### config.mk
export PLATFORM = sky130hd
export DESIGN_NAME = alarm_sequencer
export DESIGN_NICKNAME = d
export VERILOG_FILES = /design/src/rtl/alarm_sequencer.sv
export SDC_FILE = /design/constraint.sdc
export NUM_CORES = 1
export LEC_CHECK = 0
export CAP_MARGIN = 10
export CORE_AREA = 2 2 56 58
export CTS_BUF_LIST = sky130_fd_sc_hd__clkbuf_16
export DETAILED_ROUTE_END_ITERATION = 10
export DIE_AREA = 0 0 58 60
export GPL_TIMING_DRIVEN = 0
export PLACE_DENSITY_LB_ADDON = 0.15
export SLEW_MARGIN = 15
export SYNTH_ARGS = -nofsm -noshare
export SYNTH_HDL_FRONTEND = slang
export SYNTH_SLANG_ARGS = --single-unit
### constraint.sdc
create_clock -name i_clk -period 3.15 [get_ports i_clk]
set_input_delay 0.7875 -clock i_clk [delete_from_list [all_inputs] [get_ports i_clk]]
set_output_delay 0.7875 -clock i_clk [all_outputs]
set_load 0.005 [all_outputs]
### src/rtl/alarm_sequencer.sv
// Alarm sequencer for a 12-hour timekeeper. It watches the live time for the
// programmed alarm time and runs the ring, snooze, dismiss and auto-timeout sequence.
module alarm_sequencer #(
  parameter int unsigned SNOOZE_MIN = 9,
  parameter int unsigned MAX_SNOOZE = 3,
  parameter int unsigned RING_MIN   = 10
) (
  input  logic       i_clk,
  input  logic       i_rst,
  input  logic       i_min_tick,
  input  logic [5:0] i_cur_min,
  input  logic [3:0] i_cur_hr,
  input  logic       i_cur_pm,
  input  logic [5:0] i_alarm_min,
  input  logic [3:0] i_alarm_hr,
  input  logic       i_alarm_pm,
  input  logic       i_alarm_en,
  input  logic       i_snooze,
  input  logic       i_dismiss,
  output logic       o_alarm_sound,
  output logic [1:0] o_state,
  output logic [2:0] o_snoozes_left
);

  typedef enum logic [1:0] {
    StIdle     = 2'd0,
    StArmed    = 2'd1,
    StRinging  = 2'd2,
    StSnoozing = 2'd3
  } state_e;

  localparam logic [3:0] SnoozeLoad = 4'(SNOOZE_MIN);
  localparam logic [3:0] RingLast   = 4'(RING_MIN - 1);
  localparam logic [2:0] SnoozeMax  = 3'(MAX_SNOOZE);

  state_e     r_state,        w_state_d;
  logic       r_sound,        w_sound_d;
  logic [2:0] r_snoozes_left, w_snoozes_left_d;
  logic [3:0] r_snooze_cnt,   w_snooze_cnt_d;
  logic [3:0] r_ring_cnt,     w_ring_cnt_d;
  logic       r_match;
  logic       w_match;
  logic       w_trigger;

  assign w_match = (i_cur_min == i_alarm_min) && (i_cur_hr == i_alarm_hr) &&
                   (i_cur_pm == i_alarm_pm);
  // Rising edge only, so arming or dismissing inside the alarm minute never fires.
  assign w_trigger = w_match && !r_match;

  always_ff @(posedge i_clk or posedge i_rst) begin
    if (i_rst) begin
      r_state        <= StIdle;
      r_sound        <= 1'b0;
      r_snoozes_left <= SnoozeMax;
      r_snooze_cnt   <= 4'd0;
      r_ring_cnt     <= 4'd0;
      r_match        <= 1'b0;
    end else begin
      r_state        <= w_state_d;
      r_sound        <= w_sound_d;
      r_snoozes_left <= w_snoozes_left_d;
      r_snooze_cnt   <= w_snooze_cnt_d;
      r_ring_cnt     <= w_ring_cnt_d;
      r_match        <= w_match;
    end
  end

  always_comb begin
    w_state_d        = r_state;
    w_snoozes_left_d = r_snoozes_left;
    w_snooze_cnt_d   = r_snooze_cnt;
    w_ring_cnt_d     = r_ring_cnt;
    if (!i_alarm_en) begin
      w_state_d        = StIdle;
      w_snoozes_left_d = SnoozeMax;
      w_snooze_cnt_d   = 4'd0;
      w_ring_cnt_d     = 4'd0;
    end else begin
      unique case (r_state)
        StIdle: begin
          w_state_d = StArmed;
        end
        StArmed: begin
          if (w_trigger) begin
            w_state_d    = StRinging;
            w_ring_cnt_d = 4'd0;
          end
        end
        StRinging: begin
          if (i_dismiss) begin
            w_state_d        = StArmed;
            w_snoozes_left_d = SnoozeMax;
            w_ring_cnt_d     = 4'd0;
          end else if (i_snooze && (r_snoozes_left != 3'd0)) begin
            // A tick in the same cycle is dropped; the snooze period starts full.
            w_state_d        = StSnoozing;
            w_snooze_cnt_d   = SnoozeLoad;
            w_snoozes_left_d = r_snoozes_left - 3'd1;
          end else if (i_min_tick) begin
            if (r_ring_cnt == RingLast) begin
              w_state_d        = StArmed;
              w_snoozes_left_d = SnoozeMax;
              w_ring_cnt_d     = 4'd0;
            end else begin
              w_ring_cnt_d = r_ring_cnt + 4'd1;
            end
          end
        end
        StSnoozing: begin
          if (i_dismiss) begin
            w_state_d        = StArmed;
            w_snoozes_left_d = SnoozeMax;
            w_snooze_cnt_d   = 4'd0;
          end else if (i_min_tick) begin
            if (r_snooze_cnt == 4'd1) begin
              w_state_d      = StRinging;
              w_ring_cnt_d   = 4'd0;
              w_snooze_cnt_d = 4'd0;
            end else begin
              w_snooze_cnt_d = r_snooze_cnt - 4'd1;
            end
          end
        end
        default: begin
          w_state_d = StIdle;
        end
      endcase
    end
  end

  always_comb begin
    w_sound_d      = (w_state_d == StRinging);
    o_state        = r_state;
    o_alarm_sound  = r_sound;
    o_snoozes_left = r_snoozes_left;
  end

endmodule

==> metrics, run 1 <==
Via-to-Cell Ratio ~5.2; share of layout cells above drive strength 1 0.126; fin cells 192; Cell Area, Synth around 0.0011 mm2; Worst Path Arrival 2670 ps; sequential share of power 0.379; CTS Buf Count 3; Max Clock Freq ~390 MHz; Residual DRC 0; share of flip-flops with an asynchronous set or reset 1.00; Final Hold Viols 0; Placement Setup Slack around 320 ps; Post-synth top flop dfrtp_1; Placed Cells ~190; nature of the critical path endpoint flop; pin count of the biggest net entering global routing 16; reg2reg start o_snoozes_left[0]; count of cell types in the netlist 41; setup_tns 0 ps; CTS root buf clkbuf_16; WL/cell 11.7 um; Crit path buffers/inverters 1; final wirelength ~2200 um; Synth Register Bits 15; row count 20; Post-CTS Setup Inserts 0; Sw Share 0.213; Buffers on Ports 32; CP cell instances clkdlybuf4s50_1 -> xor2_1 -> nor4_1 -> nand4_1 -> a31oi_2 -> mux2_2; clock sinks 15; Mapped Cells 123; Rel. slew slack 0.602; Die X between 50 and 60 um; Die ar. ~0.0035 mm2; grt total ovfl 0; most frequent cells in the layout clkdlybuf4s50_1, inv_1, dfrtp_1, xor2_1, nand2_1; CP Max Fanout 4; first-pass GRT wire length between 3000 and 4000 um; HPWL after detailed placement just under 2000 um; I/O pin cnt 34; Final min period 2540 ps; Initial DRT Pass Iterations 4; Ant. Diodes 0; critical path class in -> reg; Required @ worst endpoint around 3300 ps; Min-Delay Path Class reg -> reg; Worst Tran Pin Value between 500 and 600 ps; Synth Net Count 157; Hold Path Origin o_snoozes_left[2]; final instance area around 0.0016 mm2; most common cell after layout, fill and taps aside clkdlybuf4s50_1; Critical path origin i_alarm_pm; fin crit share 0.806; htree depth 1; Hold-fix buffers, CTS 0; Seq/Total Area, Yosys 0.340; delay-heaviest family, CP simple AND/OR/NAND/NOR gates; Die Y approximately 60 um; Setup Skew about 2.5 ps; Worst setup SP type primary input; vias 1001; RSZ-0062 raised after global routing false; vias in the first global route around 940; Final Max Slew Viols 0; Worst path max stage delay 410 ps; nets just under 200; initial antenna violation count 0; Internal Dissipation approximately 410 uW; Starting Density 0.383; Clk Latency, worst-skew pair approximately 240 ps; Psw 112 uW; Post-synth EDFFs 0; status completed; synth warn 0; core footprint a little under 0.003 mm2; clock tree from TritonCTS built; max-cap violation count 0; slowest CP cell clkdlybuf4s50_1; Final ANT Viol Nets 0; Reg2Reg Setup Slack between 1000 and 1500 ps; area delta synth->final 39.6%; Core Util, Final 0.534; routability cong. between 0.7 and 0.8; clk buf depth 2; peak supply drop ~0.43 mV; Clock Pin Slew Worst Setup and Hold Paths roughly 50 ps; Setup violations, final 0; pwr dens about 340 mW/mm2; final worst slack 612 ps; Avg Synthesized Cell Area ~9 um2; combinational power share 0.163; clock network power share 0.458; Post-Place Cell Area 0.00147 mm2; initial DRC count 30; post_cts resized 0; Tot GR Track Use 0.141; leakage 0.677 nW
worst paths after layout:
kind / end / cells past startpoint
max: r_ring_cnt[1] / 6
min: o_snoozes_left[2] / 1
max reg2reg: r_ring_cnt[1] / 7
min reg2reg: o_snoozes_left[2] / 1
max in group asynchronous: o_state[1] / 2
min in group asynchronous: r_ring_cnt[0] / 2
kinds of logic after synthesis:
family,count (synthesis),synth area share
adders and majority gates,6,0.0676
AOI/OAI and AO/OA,28,0.172
buffers and inverters,16,0.0709
DFF,15,0.340
muxes,3,0.0282
xor gates and xnor gates,11,0.0867
and+or+nand+nor,44,0.234
layout make-up:
| cell class | count | area [um2] |
|---|---|---|
| sequential | 15 | 378 |
| buffer | 3 | 30.0 |
| clock inverter | 1 | 3.75 |
| multi-input combinational | 92 | 654 |
| tap | 33 | 41.3 |
| fill | 274 | 1350 |
| timing repair buffer | 32 | 320 |
| inverter | 13 | 48.8 |
| clock buffer | 3 | 75.1 |
cell usage after synthesis, drive strengths merged (3+ instances only):
master / n / area (um2)
a21oi: 7 / 35.0
and3: 3 / 23.8
buf: 3 / 30.0
dfrtp: 13 / 325
ha: 6 / 75.1
inv: 13 / 48.8
nand2: 9 / 33.8
nand3: 5 / 30.0
nor2: 7 / 28.8
nor3: 5 / 25.0
o211ai: 5 / 42.5
o21ai: 8 / 40.0
xor2: 11 / 96.3
power by group through the flow:
stage / registers, mW / logic [mW] / clock network, mW
after floorplan: 0.202 / 0.0415 / 0
after global placement: 0.202 / 0.0859 / 0
after detailed placement: 0.202 / 0.0873 / 0
after CTS: 0.199 / 0.0875 / 0.250
after global routing: 0.200 / 0.0961 / 0.257
final: 0.199 / 0.0861 / 0.241
sequential cells by signal (all words and copies together) (netlist names):
register and cells:
r_snooze_cnt 4, o_alarm_sound 1, r_match 1, o_state 2, o_snoozes_left 3, r_ring_cnt 4
per-layer routing:
metal / track usage / vias to the layer above / share of wire
li1: - / 509 / -
met1: 0.180 / 467 / 0.43
met2: 0.242 / 25 / 0.52
met3: 0.0433 / 0 / 0.055
met4: 0.0199 / 0 / 0
met5: 0 / - / 0
per-stage QoR:
stage                     total power, mW  hold WS [ps]
after global placement              0.288           497
after detailed placement            0.290           499
final                               0.527           502
after CTS                           0.536           510
after global routing                0.553           532
after floorplan                     0.244           472
Power figures use the tool's default switching activity.
==> inputs of run 2 (changes only) <==
Clock period 3.15 ns to 2.58 ns, I/O delays scaled along.
==> metrics, run 2 (synthesis results as in run 1) <==
clk buf depth 2 (unchanged); Worst Tran Pin Value 597 ps (+0.405 ps); GRT met3 Usage 0.0433 (unchanged); CTS root buf clkbuf_16; Required @ worst endpoint 2700 ps (-580 ps); first-pass GRT wire length 3880 um (unchanged); Tot GR Track Use 0.141 (unchanged); core footprint 0.00290 mm2 (unchanged); nature of the critical path endpoint flop; Buffers on Ports 32 (unchanged); final wirelength 2220 um (-0.98%); max-cap violation count 0 (unchanged); htree depth 1 (unchanged); Die ar. 0.00348 mm2 (unchanged); Final min period about 2400 ps; most frequent cells in the layout clkdlybuf4s50_1, inv_1, dfrtp_1, xor2_1, nand2_1; routing usage on met2 0.242 (unchanged); Via-to-Cell Ratio 5.16 (-1.1%); Worst setup SP type primary input; area delta synth->final 40.2%; Final Max Slew Viols 0 (unchanged); WL/cell 11.6 um (-0.98%); Initial DRT Pass Iterations 4 (unchanged); Die Y 60 um (unchanged); Final Hold Viols 0 (unchanged); Clock Pin Slew Worst Setup and Hold Paths 50 ps (about the same); Power Total 642 uW (+22%); CP Max Fanout 4 (unchanged); final worst slack 186 ps (-426 ps); Placed Cells 188 (unchanged); HPWL after detailed placement 1920 um (unchanged); pwr dens 412 mW/mm2 (+21%); CTS Buf Count 3 (unchanged); Worst path max stage delay 410 ps (about the same); Post-CTS Setup Inserts 0 (unchanged); RSZ-0062 raised after global routing false; Placement Setup Slack -103 ps (-427 ps); Final Hold Slack 502 ps (+0.0340 ps); Setup Skew 2.63 ps (+0.0872 ps); Setup violations, final 0 (unchanged); Rel. slew slack 0.602 (about the same); Max Clock Freq roughly 420 MHz; status completed; Hold-fix buffers, CTS 0 (unchanged); initial antenna violation count 0 (unchanged); worst reg2reg path depth 7 (unchanged); post_cts resized 0 (unchanged); grt total ovfl 0 (unchanged); leakage 0.678 nW (about the same); row count 20 (unchanged); Starting Density 0.383 (unchanged); Core Util, Final 0.537 (+0.00215); Reg2Reg Setup Slack 610 ps (-570 ps); fin crit share 0.928; Residual DRC 0 (unchanged); I/O pin cnt 34 (unchanged); critical path class in -> reg; peak supply drop 0.517 mV (+21%); Worst Path Arrival 2520 ps (-150 ps); hold path depth 1 (unchanged); clock tree from TritonCTS built; pin count of the biggest net entering global routing 16 (unchanged); gr busiest metal met2; routability cong. 0.754 (unchanged); nets 194 (unchanged); clock sinks 15 (unchanged); Min-Delay Path Class reg -> reg; grt met1 use 0.180 (unchanged); Die X 58 um (unchanged); slowest CP cell clkdlybuf4s50_1; Final ANT Viol Nets 0 (unchanged); Clk Latency, worst-skew pair 240 ps (about the same); vias 990 (-1.1%); Ant. Diodes 0 (unchanged); most common cell after layout, fill and taps aside clkdlybuf4s50_1; vias in the first global route 941 (unchanged); share of layout cells above drive strength 1 0.132 (+0.00629); initial DRC count 30 (unchanged); fin cells 192 (unchanged); CP cell instances clkdlybuf4s50_1 -> xor2_1 -> nor4_1 -> nand4_1 -> a31oi_2 -> mux2_2
[run 2: where the power goes]
part           leakage, nW  switching (mW)  total (mW)  internal (mW)
registers            0.196         0.00360       0.243          0.240
logic                0.439          0.0444       0.106         0.0619
clock network       0.0423          0.0872       0.292          0.205
[run 2: through the flow]
step | instance area [um2] | TNS [ps]
6_report | 1560 | 0
5_1_grt | 1560 | 0
4_1_cts | 1550 | 0
3_5_place_dp | 1470 | -103
3_3_place_gp | 1470 | -72.4
2_1_floorplan | 1110 | 0
[run 2: worst max-delay path, delay by kind of cell]
kind / cells / cell delay [ps]
and+or+nand+nor: 2 / 590
buffers and inverters: 1 / 410
muxes: 1 / 370
AOI/OAI and AO/OA: 1 / 350
xor gates and xnor gates: 1 / 160
[run 2: final timing paths]
path	to	startpoint
worst min register to register	o_snoozes_left[2]	o_snoozes_left[2]
max in group asynchronous	o_state[1]	i_rst
worst max-delay path	r_ring_cnt[1]	i_alarm_pm
min in group asynchronous	r_ring_cnt[0]	i_rst
worst min-delay path	o_snoozes_left[2]	o_snoozes_left[2]
worst max register to register	r_ring_cnt[1]	o_snoozes_left[0]
[run 2: final cells by class]
cell class	count	area [um2]
buffer	3	30.0
clock buffer	3	75.1
clock inverter	1	3.75
fill	272	1350
inverter	13	48.8
multi-input combinational	92	661
sequential	15	378
tap	33	41.3
timing repair buffer	32	320
[run 2: layer usage]
layer | vias to the layer above | routed length, um
met2 | 23 | 1170
met1 | 458 | 951
met5 | - | 0
met3 | 0 | 106
met4 | 0 | 0
li1 | 509 | -
==> inputs of run 3 (changes only) <==
Settings changed: GPL_TIMING_DRIVEN 0 to 1.
==> metrics, run 3 (synthesis results as in run 1) <==
status completed; CTS root buf clkbuf_16; CP Max Fanout 2 (-2); Clk Latency, worst-skew pair 250 ps (about the same); Clock Pin Slew Worst Setup and Hold Paths 50 ps (about the same); Die ar. 0.00348 mm2 (unchanged); Residual DRC 0 (unchanged); Via-to-Cell Ratio 5.21 (+0.95%); RSZ-0062 raised after global routing false; Min-Delay Path Class reg -> reg; WL/cell 12.8 um (+11%); CTS Buf Count 3 (unchanged); Setup Skew 0.921 ps (-1.71 ps); Required @ worst endpoint 2710 ps (about the same); setup_tns 0 ps (unchanged); initial antenna violation count 0 (unchanged); I/O pin cnt 34 (unchanged); Reg2Reg Setup Slack 680 ps (+70 ps); area delta synth->final 41.3%; critical path class in -> reg; final worst slack 335 ps (+150 ps); htree depth 1 (unchanged); clock tree from TritonCTS built; fin cells 195 (+1.6%); Initial DRT Pass Iterations 4 (unchanged); most common cell after layout, fill and taps aside clkdlybuf4s50_1; row count 20 (unchanged); pwr dens 420 mW/mm2 (+1.9%); Placed Cells 191 (+1.6%); most frequent cells in the layout clkdlybuf4s50_1, inv_1, dfrtp_1, xor2_1, nand2_1; fin crit share 0.870 (-0.0580); vias 1015 (+2.5%); Setup violations, final 0 (unchanged); nets 197 (+1.5%); Post-CTS Setup Inserts 0 (unchanged); Power Total 659 uW (+2.7%); Buffers on Ports 33 (+3.1%); Die Y 60 um (unchanged); Ant. Diodes 0 (unchanged); Rel. slew slack 0.615 (+0.0135); Final ANT Viol Nets 0 (unchanged); peak supply drop 0.328 mV (-36%); Final Max Slew Viols 0 (unchanged); GRT met3 Usage 0.0411 (-0.00216); Worst setup SP type primary input; core footprint 0.00290 mm2 (unchanged); initial DRC count 30 (unchanged); Tot GR Track Use 0.153 (+0.0117); Worst Path Arrival 2380 ps (-140 ps); Die X 58 um (unchanged); clock sinks 15 (unchanged); clk buf depth 2 (unchanged); Placement Setup Slack 82.1 ps (+185 ps); Worst Tran Pin Value 577 ps (-20.3 ps); vias in the first global route 973 (+3.4%); routability cong. 0.829 (+9.9%); Max Clock Freq 445 MHz (+6.7%); share of layout cells above drive strength 1 0.142 (+0.00990); HPWL after detailed placement 2110 um (+9.7%); Final min period 2240 ps (-150 ps); gr busiest metal met2; Final Hold Slack 508 ps (+6.68 ps); Hold-fix buffers, CTS 0 (unchanged); # fillers 279 (+2.6%); pin count of the biggest net entering global routing 16 (unchanged); Starting Density 0.383 (unchanged); leakage 0.686 nW (+1.1%); post_cts resized 0 (unchanged); final wirelength 2500 um (+13%); grt total ovfl 0 (unchanged); routing usage on met2 0.295 (+0.0536); grt met1 use 0.167 (-0.0124); max-cap violation count 0 (unchanged); nature of the critical path endpoint flop; Final Hold Viols 0 (unchanged); first-pass GRT wire length 4060 um (+4.6%)
## run 3: worst max-delay path: stages
cell	delay, ps
clkdlybuf4s50_1	420
xor2_1	160
nor4_1	370
nand4_1	190
a31oi_2	240
mux2_2	350
## run 3: power by group
group	internal (mW)	switching, mW
Combinational	0.0643	0.0436
Clock	0.207	0.0984
Sequential	0.240	0.00594
Total	0.511	0.148
## run 3: worst paths after layout
check | end | depth (start not counted) | start
max in group asynchronous | o_state[0] | 2 | i_rst
max | r_ring_cnt[1] | 6 | i_alarm_hr[3]
min | r_snooze_cnt[1] | 2 | r_snooze_cnt[1]
max reg2reg | r_ring_cnt[3] | 7 | o_snoozes_left[0]
min reg2reg | r_snooze_cnt[1] | 2 | r_snooze_cnt[1]
min in group asynchronous | o_snoozes_left[2] | 2 | i_rst
## run 3: through the flow
stage / area [um2] / utilization
2_1_floorplan: 1110 / -
3_3_place_gp: 1490 / 0.513
3_5_place_dp: 1490 / 0.513
4_1_cts: 1570 / 0.541
5_1_grt: 1570 / 0.541
6_report: 1570 / 0.541
## run 3: layout make-up
cell class	count	area [um2]	share of cell area
multi-input cells	92	654	0.417
inverters	13	48.8	0.0311
repair buffers	38	368	0.234
flip-flops and latches	15	378	0.241
clock buffers	3	75.1	0.0478
clock inverters	1	5.00	0.00319
well taps	33	41.3	0.0263
## run 3: per-layer routing
metal | share of wire | vias to the layer above
met1 | 0.43 | 473
met2 | 0.52 | 26
met5 | 0 | -
met3 | 0.046 | 3
li1 | - | 513
met4 | 0.0064 | 0
